--- src/rtl/grf_wport_arbiter_pkg.sv ---
// Shared widths and request type for the register-file write-port arbiter.
// Imported by the side FIFO and the arbiter top level.
package grf_wport_arbiter_pkg;

  localparam int REG_W  = 5;
  localparam int DATA_W = 32;

  localparam logic [REG_W-1:0] ZERO_REG = 5'd0;

  typedef struct packed {
    logic [REG_W-1:0]  addr;
    logic [DATA_W-1:0] data;
  } wport_req_t;

  // Register 0 is hardwired, so a write or a read tag naming it is inert.
  function automatic logic reg_live(input logic [REG_W-1:0] addr);
    return (addr != ZERO_REG);
  endfunction

endpackage

--- src/rtl/grf_side_fifo.sv ---
// DEPTH-entry FIFO holding side write requests, with per-entry address/valid
// taps so the decode hazard compare can see every queued destination.
module grf_side_fifo
  import grf_wport_arbiter_pkg::*;
#(
  parameter int DEPTH = 2
) (
  input  logic                              clk,
  input  logic                              reset,
  input  logic                              push,
  input  wport_req_t                        push_req,
  input  logic                              pop,
  output wport_req_t                        head,
  output logic [$clog2(DEPTH):0]            count,
  output logic [DEPTH-1:0][REG_W-1:0]       tap_addr,
  output logic [DEPTH-1:0]                  tap_valid
);

  localparam int PTR_W = $clog2(DEPTH);
  localparam int CNT_W = $clog2(DEPTH) + 1;
  localparam logic [PTR_W-1:0] PTR_ONE = PTR_W'(1);
  localparam logic [CNT_W-1:0] CNT_ONE = CNT_W'(1);
  localparam logic [CNT_W-1:0] CNT_FULL = CNT_W'(DEPTH);

  wport_req_t         mem_r [DEPTH];
  logic [DEPTH-1:0]   valid_r;
  logic [PTR_W-1:0]   wr_ptr_r;
  logic [PTR_W-1:0]   rd_ptr_r;
  logic [CNT_W-1:0]   count_r;
  logic               do_push_s;
  logic               do_pop_s;

  // Full blocks push and empty blocks pop, so the two never touch one slot.
  assign do_push_s = push && (count_r != CNT_FULL);
  assign do_pop_s  = pop && (count_r != {CNT_W{1'b0}});

  // Storage, pointers and occupancy.
  always_ff @(posedge clk or negedge reset) begin
    if (!reset) begin
      wr_ptr_r <= {PTR_W{1'b0}};
      rd_ptr_r <= {PTR_W{1'b0}};
      count_r  <= {CNT_W{1'b0}};
      valid_r  <= {DEPTH{1'b0}};
      for (int i = 0; i < DEPTH; i++) begin
        mem_r[i] <= '0;
      end
    end else begin
      if (do_push_s) begin
        mem_r[wr_ptr_r]   <= push_req;
        valid_r[wr_ptr_r] <= 1'b1;
        wr_ptr_r          <= wr_ptr_r + PTR_ONE;
      end
      if (do_pop_s) begin
        valid_r[rd_ptr_r] <= 1'b0;
        rd_ptr_r          <= rd_ptr_r + PTR_ONE;
      end
      case ({do_push_s, do_pop_s})
        2'b10:   count_r <= count_r + CNT_ONE;
        2'b01:   count_r <= count_r - CNT_ONE;
        default: count_r <= count_r;
      endcase
    end
  end

  // Parallel address taps for the pending-write compare.
  always_comb begin
    tap_addr = '0;
    for (int i = 0; i < DEPTH; i++) begin
      tap_addr[i] = mem_r[i].addr;
    end
  end

  assign tap_valid = valid_r;
  assign head      = mem_r[rd_ptr_r];
  assign count     = count_r;

endmodule

--- src/rtl/grf_wport_arbiter.sv ---
// Shares the register file write port between the writeback stage (fixed
// priority) and a queued side requester, with hazard flags and anti-starvation.
module grf_wport_arbiter
  import grf_wport_arbiter_pkg::*;
#(
  parameter int DEPTH    = 2,
  parameter int MAX_WAIT = 4
) (
  input  logic              clk,
  input  logic              reset,
  input  logic              wb_we,
  input  logic [REG_W-1:0]  wb_addr,
  input  logic [DATA_W-1:0] wb_data,
  input  logic              s_valid,
  output logic              s_ready,
  input  logic [REG_W-1:0]  s_addr,
  input  logic [DATA_W-1:0] s_data,
  input  logic [REG_W-1:0]  rd_a,
  input  logic [REG_W-1:0]  rd_b,
  output logic              pend_a,
  output logic              pend_b,
  output logic              stall_req,
  output logic              grf_we,
  output logic [REG_W-1:0]  grf_waddr,
  output logic [DATA_W-1:0] grf_wdata
);

  localparam int CNT_W  = $clog2(DEPTH) + 1;
  localparam int WAIT_W = $clog2(MAX_WAIT + 1);
  localparam logic [CNT_W-1:0]  CNT_FULL = CNT_W'(DEPTH);
  localparam logic [WAIT_W-1:0] WAIT_MAX = WAIT_W'(MAX_WAIT);
  localparam logic [WAIT_W-1:0] WAIT_ONE = WAIT_W'(1);

  logic                          w_eff_s;
  logic                          push_s;
  logic                          pop_s;
  logic                          fifo_empty_s;
  wport_req_t                    push_req_s;
  wport_req_t                    head_s;
  logic [CNT_W-1:0]              count_s;
  logic [DEPTH-1:0][REG_W-1:0]   tap_addr_s;
  logic [DEPTH-1:0]              tap_valid_s;
  logic                          sel_we_s;
  logic [REG_W-1:0]              sel_addr_s;
  logic [DATA_W-1:0]             sel_data_s;
  logic [WAIT_W-1:0]             wait_r;
  logic [WAIT_W-1:0]             wait_nxt_s;
  logic                          stall_nxt_s;
  logic                          stall_r;
  logic                          grf_we_r;
  logic [REG_W-1:0]              grf_waddr_r;
  logic [DATA_W-1:0]             grf_wdata_r;
  logic                          pend_a_s;
  logic                          pend_b_s;

  assign w_eff_s      = wb_we && reg_live(wb_addr);
  assign fifo_empty_s = (count_s == {CNT_W{1'b0}});
  assign s_ready      = (count_s < CNT_FULL);
  // Writes to register 0 complete the handshake but are never queued.
  assign push_s       = s_valid && s_ready && reg_live(s_addr);
  assign push_req_s   = '{addr: s_addr, data: s_data};

  grf_side_fifo #(
    .DEPTH(DEPTH)
  ) u_side_fifo (
    .clk      (clk),
    .reset    (reset),
    .push     (push_s),
    .push_req (push_req_s),
    .pop      (pop_s),
    .head     (head_s),
    .count    (count_s),
    .tap_addr (tap_addr_s),
    .tap_valid(tap_valid_s)
  );

  // Priority select: writeback first, otherwise drain the FIFO head.
  always_comb begin
    sel_we_s   = 1'b0;
    sel_addr_s = ZERO_REG;
    sel_data_s = {DATA_W{1'b0}};
    pop_s      = 1'b0;
    if (w_eff_s) begin
      sel_we_s   = 1'b1;
      sel_addr_s = wb_addr;
      sel_data_s = wb_data;
    end else if (!fifo_empty_s) begin
      pop_s      = 1'b1;
      sel_we_s   = 1'b1;
      sel_addr_s = head_s.addr;
      sel_data_s = head_s.data;
    end else begin
      sel_we_s   = 1'b0;
    end
  end

  // Head-wait counter and the stall decision it feeds.
  always_comb begin
    wait_nxt_s  = wait_r;
    stall_nxt_s = (wait_r == WAIT_MAX) && !pop_s;
    if (fifo_empty_s || pop_s) begin
      wait_nxt_s = {WAIT_W{1'b0}};
    end else if (wait_r != WAIT_MAX) begin
      wait_nxt_s = wait_r + WAIT_ONE;
    end else begin
      wait_nxt_s = wait_r;
    end
  end

  // Hazard compare against every queued entry; the output register is excluded.
  always_comb begin
    pend_a_s = 1'b0;
    pend_b_s = 1'b0;
    for (int i = 0; i < DEPTH; i++) begin
      pend_a_s = pend_a_s | (tap_valid_s[i] && (tap_addr_s[i] == rd_a));
      pend_b_s = pend_b_s | (tap_valid_s[i] && (tap_addr_s[i] == rd_b));
    end
    pend_a_s = pend_a_s && reg_live(rd_a);
    pend_b_s = pend_b_s && reg_live(rd_b);
  end

  // Write-port output registers, wait counter and stall request.
  always_ff @(posedge clk or negedge reset) begin
    if (!reset) begin
      grf_we_r    <= 1'b0;
      grf_waddr_r <= ZERO_REG;
      grf_wdata_r <= {DATA_W{1'b0}};
      wait_r      <= {WAIT_W{1'b0}};
      stall_r     <= 1'b0;
    end else begin
      grf_we_r    <= sel_we_s;
      grf_waddr_r <= sel_addr_s;
      grf_wdata_r <= sel_data_s;
      wait_r      <= wait_nxt_s;
      stall_r     <= stall_nxt_s;
    end
  end

  assign grf_we    = grf_we_r;
  assign grf_waddr = grf_waddr_r;
  assign grf_wdata = grf_wdata_r;
  assign stall_req = stall_r;
  assign pend_a    = pend_a_s;
  assign pend_b    = pend_b_s;

endmodule
--- config.mk ---
export PLATFORM = sky130hd
export DESIGN_NAME = grf_wport_arbiter
export DESIGN_NICKNAME = d
export VERILOG_FILES = /design/src/rtl/grf_wport_arbiter_pkg.sv /design/src/rtl/grf_side_fifo.sv /design/src/rtl/grf_wport_arbiter.sv
export SDC_FILE = /design/constraint.sdc
export NUM_CORES = 1
export LEC_CHECK = 0
export BUFFER_PORTS_ARGS = -buffer_cell sky130_fd_sc_hd__buf_2
export CAP_MARGIN = 20
export CORE_ASPECT_RATIO = 0.75
export CORE_MARGIN = 1
export CORE_UTILIZATION = 49
export CTS_CLUSTER_DIAMETER = 40
export CTS_CLUSTER_SIZE = 16
export DETAILED_ROUTE_END_ITERATION = 10
export GPL_TIMING_DRIVEN = 0
export PLACE_DENSITY = 0.77
export SYNTH_ARGS = -nofsm -noshare
export SYNTH_HDL_FRONTEND = slang
export SYNTH_SLANG_ARGS = --single-unit
--- constraint.sdc ---
create_clock -name clk -period 1.38 [get_ports clk]
set_input_delay 0.345 -clock clk [delete_from_list [all_inputs] [get_ports clk]]
set_output_delay 0.345 -clock clk [all_outputs]
set_load 0.01 [all_outputs]
==> results of run 1 <==
-- through the flow --
step                instance area (um^2)  setup slack [ns]
finish                              8280            -0.708
global route                        8280            -0.794
CTS                                 7660            -0.697
detailed placement                  6560            -0.672
global placement                    6530             -1.47
floorplan                           5710            -0.428
-- area by class of cell --
type                       instances  area share (%)
sequential                       122            36.9
multi-input combinational        255            34.7
timing repair buffer             174            16.2
clock buffer                      22            5.85
buffer                            20            3.19
tap                              140            2.12
clock inverter                     8           0.846
inverter                           4           0.212
-- worst max-delay path: cells and delay by family, from the launching register on --
| family | cells | cell delay [ns] |
|---|---|---|
| AND/OR/NAND/NOR | 2 | 0.38 |
| XOR/XNOR | 1 | 0.18 |
| flip-flops | 1 | 0.45 |
| buffers and inverters | 1 | 0.15 |
| AO/OA/AOI/OAI | 1 | 0.18 |
-- path summary, 6_finish.rpt --
check,endpoint,slack [ns],from,cells past startpoint
worst max-delay path,pend_a,-0.71,u_side_fifo.tap_addr[4]$_DFFE_PN0P_,5
worst min-delay path,grf_waddr[4]$_DFF_PN0_,0.16,wb_addr[4],3
worst max register to register,u_side_fifo.mem_r[26]$_DFFE_PN0P_,-0.28,u_side_fifo.count[1]$_DFFE_PN0P_,7
worst min register to register,u_side_fifo.mem_r[60]$_DFFE_PN0P_,0.50,u_side_fifo.mem_r[60]$_DFFE_PN0P_,1
max in group asynchronous,u_side_fifo.tap_addr[0]$_DFFE_PN0P_,0.26,reset,3
min in group asynchronous,grf_wdata[30]$_DFF_PN0_,0.36,reset,2
-- registers in the layout, indices dropped and copies added, names as in the netlist --
register,cells
grf_we,1
u_side_fifo.mem_r,64
u_side_fifo.rd_ptr_r,1
grf_waddr,5
u_side_fifo.tap_valid,2
wait_r,3
u_side_fifo.count,2
grf_wdata,32
u_side_fifo.tap_addr,10
stall_req,1
u_side_fifo.wr_ptr_r,1
-- what timing repair did --
| item | 4_1_cts | 5_1_grt |
|---|---|---|
| resized for setup | 66 | 97 |
| cloned | 7 | 6 |
| endpoints found under the setup margin | 122 | 119 |
| setup buffers | 23 | 12 |
| hold endpoints to repair | 21 | 0 |
| hold buffers | 1 | 0 |
| pin swaps | 27 | 51 |
-- power groups by stage --
stage                     registers, uW  logic, uW  clock network, uW
after floorplan                    6090       3950                  0
after global placement             6050       5380                  0
after detailed placement           6130       5590                  0
after CTS                          6110       6610               4190
after global routing               6350       7920               4360
final                              6190       7480               4140
-- per-layer routing --
layer  track usage, %  up-vias  part of all wire (%)  wire (um)
li1                 -     1836                     -          -
met5                0        -                     0          0
met3             6.04       15                   5.4        804
met4             8.84        0                  0.93        139
met2             39.4      133                    49       7330
met1             31.6     2067                    44       6610
-- kinds of logic (layout without fill, tap and decap cells) --
family,Yosys count,after routing,synth area share [%]
AO/OA/AOI/OAI,55,55,10.7
flip-flops,122,122,54.8
adder cells (fa/ha/maj),3,3,0.674
multiplexers,102,102,19.8
AND/OR/NAND/NOR,69,70,6.50
XOR/XNOR,25,25,3.93
buffers and inverters,30,228,3.53
-- layout by cell type, fill, tap and decap left out, types with 2 or more instances in the layout --
cell	Yosys	routed
nand2_8	0	2
xor2_1	17	17
buf_6	9	21
mux2i_1	36	33
nand2_1	20	7
mux2_2	66	54
nor4_1	4	3
inv_1	4	3
clkinvlp_4	0	2
o31ai_4	0	22
buf_12	0	9
buf_4	2	17
nor3_2	0	2
dfrtp_2	0	2
ha_1	3	2
clkbuf_4	0	2
mux2_4	0	12
nand2_2	21	3
a21oi_2	0	3
xnor2_2	0	2
xnor2_1	8	6
mux2i_2	0	3
buf_16	0	6
clkbuf_16	0	23
dfrtp_1	122	120
clkbuf_8	0	4
nand3_1	4	4
a22o_1	13	13
or4_1	2	2
o31ai_2	35	13
nor2_1	7	5
buf_2	7	126
nor2_4	1	2
nor3_1	5	3
buf_8	0	6
nand2_4	0	30
clkinv_2	0	5
==> reports/summary.txt, run 1 <==
area of the multi-input gates -> 2870 um^2
antenna viol nets, final -> 0
IO Port Bufs -> 129
RePlAce Congestion -> 0.788
Max Root-Sink Buffers -> 2
share of cells above drive strength 1 -> 63.0%
Die Wd -> 125 um
Commonest cells post-synth -> 122 x dfrtp_1, 66 x mux2_2, 36 x mux2i_1, 35 x o31ai_2, 21 x nand2_2
Int Pwr -> 11900 uW
placed wire-length estimate -> 8.86 mm
Rows -> 33
EDFF count, synth -> 0
Placed Cells -> 676
Slew HR -> 66.2%
Clk pwr share -> 23.2%
Sequential Power Share -> 34.7%
Critical Path RT -> 1.03 ns
Core Region -> 11000 um^2
Synth Cell Area -> 5570 um^2
Sw Pwr -> 5950 uW
vias in the first global route -> 4117
crit path max fanout -> 4
Synth async-reset ratio -> 100%
antenna violations before repair -> 0
Peak VDD IR -> 1.19 mV
top cell type's share of synthesized area -> 54.8%
Ant. Diodes -> 0
sw frac -> 33.4%
drt drc -> 22
RSZ-0062 raised after global routing -> true
post-synthesis cell count -> 406
synth unique cells -> 31
wire per inst -> 20.0 um
Setup crit start kind -> flop
sequential share of the synthesized area -> 54.8%
Layout Utilization -> 75.4%
Hold Fails Final Rpt -> 0
WHS -> 0.155 ns
Main synth FF type -> dfrtp_1
Clk Latency, worst-skew pair -> 0.40 ns
Setup violations, final -> 114
clk_skew -> 0.00819 ns
first-pass GRT wire length -> 21.4 mm
non-filler cells, final -> 745
# H-tree levels -> 4
Final period util -> 151%
crit end category -> output port
final worst slack -> -0.708 ns
drt total wl -> 14.9 mm
Sequential Area -> 3060 um^2
CTS Buf Count -> 17
Worst-path clk slew -> 0.05 ns
Synth Area per Inst -> 13.7 um^2
largest net degree at the start of global routing -> 102
Yosys reg bits -> 122
Worst EP arrival -> 1.74 ns
worst-path cell chain -> xor2_1, nor4_1, nand3_1, a21oi_2, buf_2
Final Net Count -> 685
Slowest cell on crit path -> dfrtp_1
count leader, synth -> dfrtp_1
Max Freq -> 0.479 GHz
fillers -> 685
Final Critical Period -> 2.09 ns
Synth area leader -> dfrtp_1
Overflow after GRT -> 0
Setup TNS Final -> -19.87 ns
YS warnings -> 0
Static Leak -> 0.00399 uW
Via Count -> 4051
Vert. Die Dim -> 94.3 um
Vias/cell -> 5.44
synth top area cells -> dfrtp_1 55%, mux2_2 13%, o31ai_2 7.9%, mux2i_1 6.5%, xor2_1 2.7%
die area -> 11800 um^2
I/O pin cnt -> 130
critical path class -> flop to output port
status -> finished with violations
Initial Util -> 50.7%
DR iter-0 viols -> 272
root buf cell -> clkbuf_16
area grow syn2layout -> 48.7%
total track usage -> 24.2%
P per Cell Area -> 2150 nW/um^2
DR pass1 iterations -> 8
Syn Nets -> 497
total power draw -> 17800 uW
Final Max Tran Viols -> 0
combinational power share -> 42.0%
worst min path class -> input port to flop
failing checks -> design-rule violations, negative setup slack
Largest stage delay, worst path -> 0.45 ns
number of clock sinks -> 122
Max-Cap Viols -> 0
Slew @ Worst Pin -> 0.507 ns
CTS tree -> built
No activity file was read; power rests on OpenSTA's default activity.
==> run 2, diff against run 1 <==
--- a/config.mk
+++ b/config.mk
@@ -7,14 +7,16 @@
 export LEC_CHECK = 0
 export BUFFER_PORTS_ARGS = -buffer_cell sky130_fd_sc_hd__buf_2
 export CAP_MARGIN = 20
+export CELL_PAD_IN_SITES_DETAIL_PLACEMENT = 0
+export CELL_PAD_IN_SITES_GLOBAL_PLACEMENT = 1
 export CORE_ASPECT_RATIO = 0.75
 export CORE_MARGIN = 1
-export CORE_UTILIZATION = 49
+export CORE_UTILIZATION = 39
 export CTS_CLUSTER_DIAMETER = 40
 export CTS_CLUSTER_SIZE = 16
 export DETAILED_ROUTE_END_ITERATION = 10
 export GPL_TIMING_DRIVEN = 0
-export PLACE_DENSITY = 0.77
+export PLACE_DENSITY_LB_ADDON = 0.1
 export SYNTH_ARGS = -nofsm -noshare
 export SYNTH_HDL_FRONTEND = slang
 export SYNTH_SLANG_ARGS = --single-unit
==> run 2 against run 1 <==
  * Worst hold slack lost 0.015 ns
  * Critical path type unchanged
  * Clock power grew 13%
  * Final area grew 0.30%
  * Clock-buffer cell count grew 2
  * Die area grew 25%
  * Global-route usage shrank 3.2 points
  * Fmax grew 2.0%
  * Clock skew shrank 0.0024 ns
  * Via count shrank 3.6%
  * Sequential share of layout area is essentially flat
  * Combinational power shrank 2.8%
  * The flow finishes with violations (negative setup slack)
  * Power grew 1.3%
==> reports/summary.txt, run 2 (synthesis results as in run 1) <==
CTS Buf Count -> 17
Setup crit start kind -> flop
DR iter-0 viols -> 88
Initial Util -> 40.2%
GR Layer Usage met1 -> 28.8%
wire per inst -> 18.5 um
crit end category -> output port
drt total wl -> 14.4 mm
WHS -> 0.140 ns
Buf/Inv on CP -> 1
Slew @ Worst Pin -> 0.576 ns
final worst slack -> -0.668 ns
Vias/cell -> 5.03
I/O pin cnt -> 130
Overflow after GRT -> 0
met3 Use GR -> 7.31%
vias in the first global route -> 4176
share of cells above drive strength 1 -> 62.7%
Slew HR -> 61.6%
Setup violations, final -> 95
antenna violations before repair -> 0
Via Count -> 3907
Static Leak -> 0.00399 uW
RSZ-0062 raised after global routing -> true
# H-tree levels -> 4
Worst-path clk slew -> 0.05 ns
commonest non-fill, non-tap cell in the layout -> buf_2
Largest register FFs -> 64
drt drc -> 0
first-pass GRT wire length -> 22.8 mm
crit path max fanout -> 3
Final period util -> 148%
Max Freq -> 0.488 GHz
Max-Cap Viols -> 0
Register-to-Register Path Depth -> 7
status -> finished with violations
Final Max Tran Viols -> 0
Peak VDD IR -> 0.921 mV
antenna viol nets, final -> 0
Worst EP arrival -> 1.70 ns
fillers -> 1121
Largest stage delay, worst path -> 0.44 ns
critical path class -> flop to output port
largest net degree at the start of global routing -> 64
Slowest cell on crit path -> dfrtp_2
Ant. Diodes -> 0
CTS tree -> built
worst min path class -> input port to flop
area grow syn2layout -> 49.2%
post-place setup slack -> -0.749 ns
peak-usage layer in the global routing report -> met2
critical path depth in cells -> 5
reg2reg end -> u_side_fifo.mem_r[51]$_DFFE_PN0P_
root buf cell -> clkbuf_16
Worst Hold Launch -> wb_data[31]
area of the multi-input gates -> 2790 um^2
most frequent cells in the layout -> 125 x buf_2, 114 x dfrtp_1, 54 x mux2_2, 34 x mux2i_1, 27 x nand2_4
Hold Fails Final Rpt -> 0
Final Net Count -> 679
clk_skew -> 0.00584 ns
Sequential Area -> 3060 um^2
die area -> 14800 um^2
total track usage -> 21.0%
Max Root-Sink Buffers -> 2
R2R setup slack -> -0.20 ns
Clk Latency, worst-skew pair -> 0.41 ns
Vert. Die Dim -> 105 um
RePlAce Congestion -> 0.828
failing checks -> negative setup slack
P per Cell Area -> 2170 nW/um^2
placed wire-length estimate -> 9.35 mm
CP top delay family -> flip-flops
hold worst-path end -> grf_wdata[31]$_DFF_PN0_
Final Critical Period -> 2.05 ns
number of clock sinks -> 122
Worst R2R Start -> u_side_fifo.count[1]$_DFFE_PN0P_
Rows -> 37
Core Region -> 13800 um^2
Reg with most FFs -> u_side_fifo.mem_r
Die Wd -> 140 um
Critical Path RT -> 1.03 ns
Hold Path Cell Cnt -> 3
IO Port Bufs -> 129
DR pass1 iterations -> 4
GR Util met2 -> 30.8%
worst-path cell chain -> xor2_1, nor4_1, nand3_1, a21oi_2, buf_2
[run 2: repair_timing]
item / 4_1_cts / 5_1_grt
cloned: 9 / 3
endpoints found under the hold margin: 59 / 0
setup buffers: 25 / 4
hold buffers: 1 / 0
pin swaps: 29 / 45
gates resized for setup: 84 / 63
setup endpoints to repair: 122 / 117
[run 2: layout make-up]
class,count,area share [%]
Tap cell,175,2.64
Inverter,4,0.211
Sequential cell,122,36.9
Buffer,21,3.72
Multi-Input combinational cell,254,33.6
Timing Repair Buffer,168,15.4
Clock buffer,24,5.80
Clock inverter,8,1.69
[run 2: metal layers]
metal / routed length, um / vias up
li1: - / 1834
met1: 6850 / 1940
met2: 6530 / 116
met3: 829 / 17
met4: 166 / 0
met5: 0 / -
[run 2: worst register-to-register path, delay by kind of cell (launching register included)]
family                 cells  cell delay (ns)
DFF                        1             0.39
buffers and inverters      3             0.43
and+or+nand+nor            3             0.38
muxes                      1             0.27
[run 2: through the flow]
stage                     TNS, ns  total power, uW  instances  area, um^2  utilization [%]
after detailed placement   -43.57            11800        711        6600             47.7
after floorplan            -12.24            10000        406        5710                -
after global placement    -239.27            11600        710        6570             47.5
after global routing       -14.45            19100        776        8300             60.0
after CTS                  -15.35            17800        776        7990             57.7
final                      -12.02            18000        776        8300             60.0
[run 2: worst max path at each step]
stage	start	to	slack [ns]
2_1_floorplan	wb_addr[4]	u_side_fifo.count[1]$_DFFE_PN0P_	-0.43
3_3_place_gp	reset	u_side_fifo.mem_r[52]$_DFFE_PN0P_	-1.63
3_5_place_dp	wb_addr[4]	u_side_fifo.count[1]$_DFFE_PN0P_	-0.75
4_1_cts	u_side_fifo.tap_addr[6]$_DFFE_PN0P_	pend_a	-0.69
5_1_grt	u_side_fifo.tap_addr[6]$_DFFE_PN0P_	pend_b	-0.77
6_report	u_side_fifo.tap_addr[4]$_DFFE_PN0P_	pend_a	-0.67
[run 2: power breakdown]
group	internal [uW]	switching, uW	leakage (uW)
logic	3950	3320	0.00221
clock network	3150	1510	0.000308
registers	5210	899	0.00147
total	12300	5730	0.00399
==> run 3, diff against run 2 <==
--- a/config.mk
+++ b/config.mk
@@ -10,8 +10,8 @@
 export CELL_PAD_IN_SITES_DETAIL_PLACEMENT = 0
 export CELL_PAD_IN_SITES_GLOBAL_PLACEMENT = 1
 export CORE_ASPECT_RATIO = 0.75
-export CORE_MARGIN = 1
-export CORE_UTILIZATION = 39
+export CORE_MARGIN = 2
+export CORE_UTILIZATION = 47
 export CTS_CLUSTER_DIAMETER = 40
 export CTS_CLUSTER_SIZE = 16
 export DETAILED_ROUTE_END_ITERATION = 10
==> constraint.sdc (replaced) <==
create_clock -name clk -period 2.6 [get_ports clk]
set_input_delay 0.65 -clock clk [delete_from_list [all_inputs] [get_ports clk]]
set_output_delay 0.65 -clock clk [all_outputs]
set_load 0.01 [all_outputs]
==> run 3 against run 2 <==
  * Critical path depth unchanged
  * Worst setup slack better by 0.86 ns
  * Non-clock buffer count is 33 lower
  * Via count shrank 4.6%
  * The run now ends clean
  * Clock-buffer cell count fell by 3
  * Clock skew up 0.0027 ns
  * Combinational power decreased by 61%
  * Cell count down 5.9%
  * Highest routed layer unchanged
  * Sequential share of layout area increased by 6.4 points
  * Sequential power is 47% lower
  * Register-to-register slack better by 1.0 ns
  * First-iteration DRC count grew to 2.5 times the previous value
==> reports/summary.txt, run 3 (synthesis results as in run 1) <==
CP top delay family -> flip-flops
DR pass1 iterations -> 4
reg2reg end -> grf_wdata[3]$_DFF_PN0_
worst min path class -> input port to asynchronous set/reset pin
Die Wd -> 130 um
drt total wl -> 12.2 mm
clk_skew -> 0.00850 ns
PostCTS Resize Cnt -> 0
Via Count -> 3727
Worst EP arrival -> 1.76 ns
Initial Util -> 48.1%
Critical Path Start -> u_side_fifo.tap_addr[5]$_DFFE_PN0P_
R2R setup slack -> 0.81 ns
Peak VDD IR -> 0.598 mV
Slowest cell on crit path -> dfrtp_1
crit end category -> output port
antenna violations before repair -> 0
placed wire-length estimate -> 8.64 mm
Max Root-Sink Buffers -> 2
largest net degree at the start of global routing -> 103
Critical Path RT -> 1.95 ns
sw frac -> 32.0%
total power draw -> 8380 uW
Clk Latency, worst-skew pair -> 0.40 ns
Register-to-Register Path Depth -> 3
DR WL met2 -> 5.53 mm
Reg with most FFs -> u_side_fifo.mem_r
Buf/Inv on CP -> 1
critical path depth in cells -> 5
Ant. Diodes -> 0
I/O pin cnt -> 130
CTS Buf Count -> 17
crit path max fanout -> 4
Worst-path clk slew -> 0.06 ns
antenna viol nets, final -> 0
Largest stage delay, worst path -> 0.44 ns
share of cells above drive strength 1 -> 52.8%
CTS tree -> built
Largest register FFs -> 64
first-pass GRT wire length -> 19.9 mm
Static Leak -> 0.00336 uW
status -> finished clean
Max Freq -> 0.416 GHz
Core Region -> 11600 um^2
Final Max Tran Viols -> 0
drt drc -> 0
Layout Utilization -> 60.9%
DR iter-0 viols -> 223
Slew HR -> 44.6%
Vias/cell -> 5.11
RSZ-0062 raised after global routing -> false
Slew @ Worst Pin -> 0.831 ns
total track usage -> 20.4%
IO Port Bufs -> 129
Final Critical Period -> 2.41 ns
most frequent cells in the layout -> 135 x buf_2, 122 x dfrtp_1, 66 x mux2_2, 36 x mux2i_1, 35 x o31ai_2
critical path class -> flop to output port
Overflow after GRT -> 0
Setup violations, final -> 0
crit path to -> pend_b
Final Net Count -> 646
Worst R2R Start -> u_side_fifo.count[0]$_DFFE_PN0P_
Max-Cap Viols -> 0
worst-path cell chain -> xor2_1, nor4_1, nand3_1, a21oi_1, buf_2
Hold Fails Final Rpt -> 0
Top Metal Used -> met4
P per Cell Area -> 1190 nW/um^2
met3 WL -> 703 um
non-filler cells, final -> 730
Clk pwr share -> 28.2%
number of clock sinks -> 122
RePlAce Congestion -> 0.834
combinational power share -> 33.4%
Sequential Power Share -> 38.4%
# H-tree levels -> 4
post-CTS repair timing setup buffer count -> 0
vias in the first global route -> 3866
Rows -> 34
commonest non-fill, non-tap cell in the layout -> buf_2
Vert. Die Dim -> 98.3 um
Setup crit start kind -> flop
die area -> 12700 um^2
wire per inst -> 16.7 um
hold_buf cts -> 0
Sw Pwr -> 2680 uW
Final period util -> 92.5%
met1 wire length -> 5.86 mm
post-place setup slack -> 0.168 ns
final worst slack -> 0.194 ns
area grow syn2layout -> 26.6%
root buf cell -> clkbuf_16
Int Pwr -> 5700 uW
Placed Cells -> 698
run 3: metrics by stage:
stage / hold slack [ns] / setup TNS [ns] / area [um^2]
6_report: 0.0851 / 0 / 7050
4_1_cts: 0.0780 / 0 / 7050
5_1_grt: 0.0802 / 0 / 7050
3_5_place_dp: 0.493 / 0 / 6450
3_3_place_gp: 0.486 / -74.77 / 6410
2_1_floorplan: 0.354 / 0 / 5570
run 3: routing by layer:
metal | global-route usage (%) | up-vias
li1 | - | 1759
met1 | 28.8 | 1865
met2 | 30.8 | 92
met3 | 6.14 | 11
met4 | 5.54 | 0
met5 | 0 | -
run 3: power groups by stage:
stage | clock, uW | sequential, uW | combinational (uW)
floorplan | 0 | 3230 | 1970
global placement | 0 | 3210 | 2760
detailed placement | 0 | 3240 | 2830
CTS | 2400 | 3220 | 2850
global route | 2510 | 3330 | 3070
finish | 2360 | 3220 | 2800
run 3: worst register-to-register path: stages, from the launching register on:
cell      delay, ns
dfrtp_1        0.41
nor2_1         0.42
clkbuf_1       0.69
o31ai_2        0.14
run 3: worst min-delay path by stage:
stage,startpoint,end,depth (start not counted)
2_1_floorplan,reset,grf_waddr[0]$_DFF_PN0_,0
3_3_place_gp,u_side_fifo.mem_r[60]$_DFFE_PN0P_,u_side_fifo.mem_r[60]$_DFFE_PN0P_,1
3_5_place_dp,u_side_fifo.mem_r[52]$_DFFE_PN0P_,u_side_fifo.mem_r[52]$_DFFE_PN0P_,1
4_1_cts,reset,stall_req$_DFF_PN0_,1
5_1_grt,reset,u_side_fifo.mem_r[59]$_DFFE_PN0P_,1
6_report,reset,grf_waddr[2]$_DFF_PN0_,1
run 3: layout make-up:
class / instances / area, um^2
Inverter: 4 / 15.0
Sequential cell: 122 / 3050
Tap cell: 162 / 203
Buffer: 26 / 181
Multi-Input combinational cell: 254 / 2320
Fill cell: 975 / 4530
Clock inverter: 11 / 146
Timing Repair Buffer: 130 / 679
Clock buffer: 21 / 450
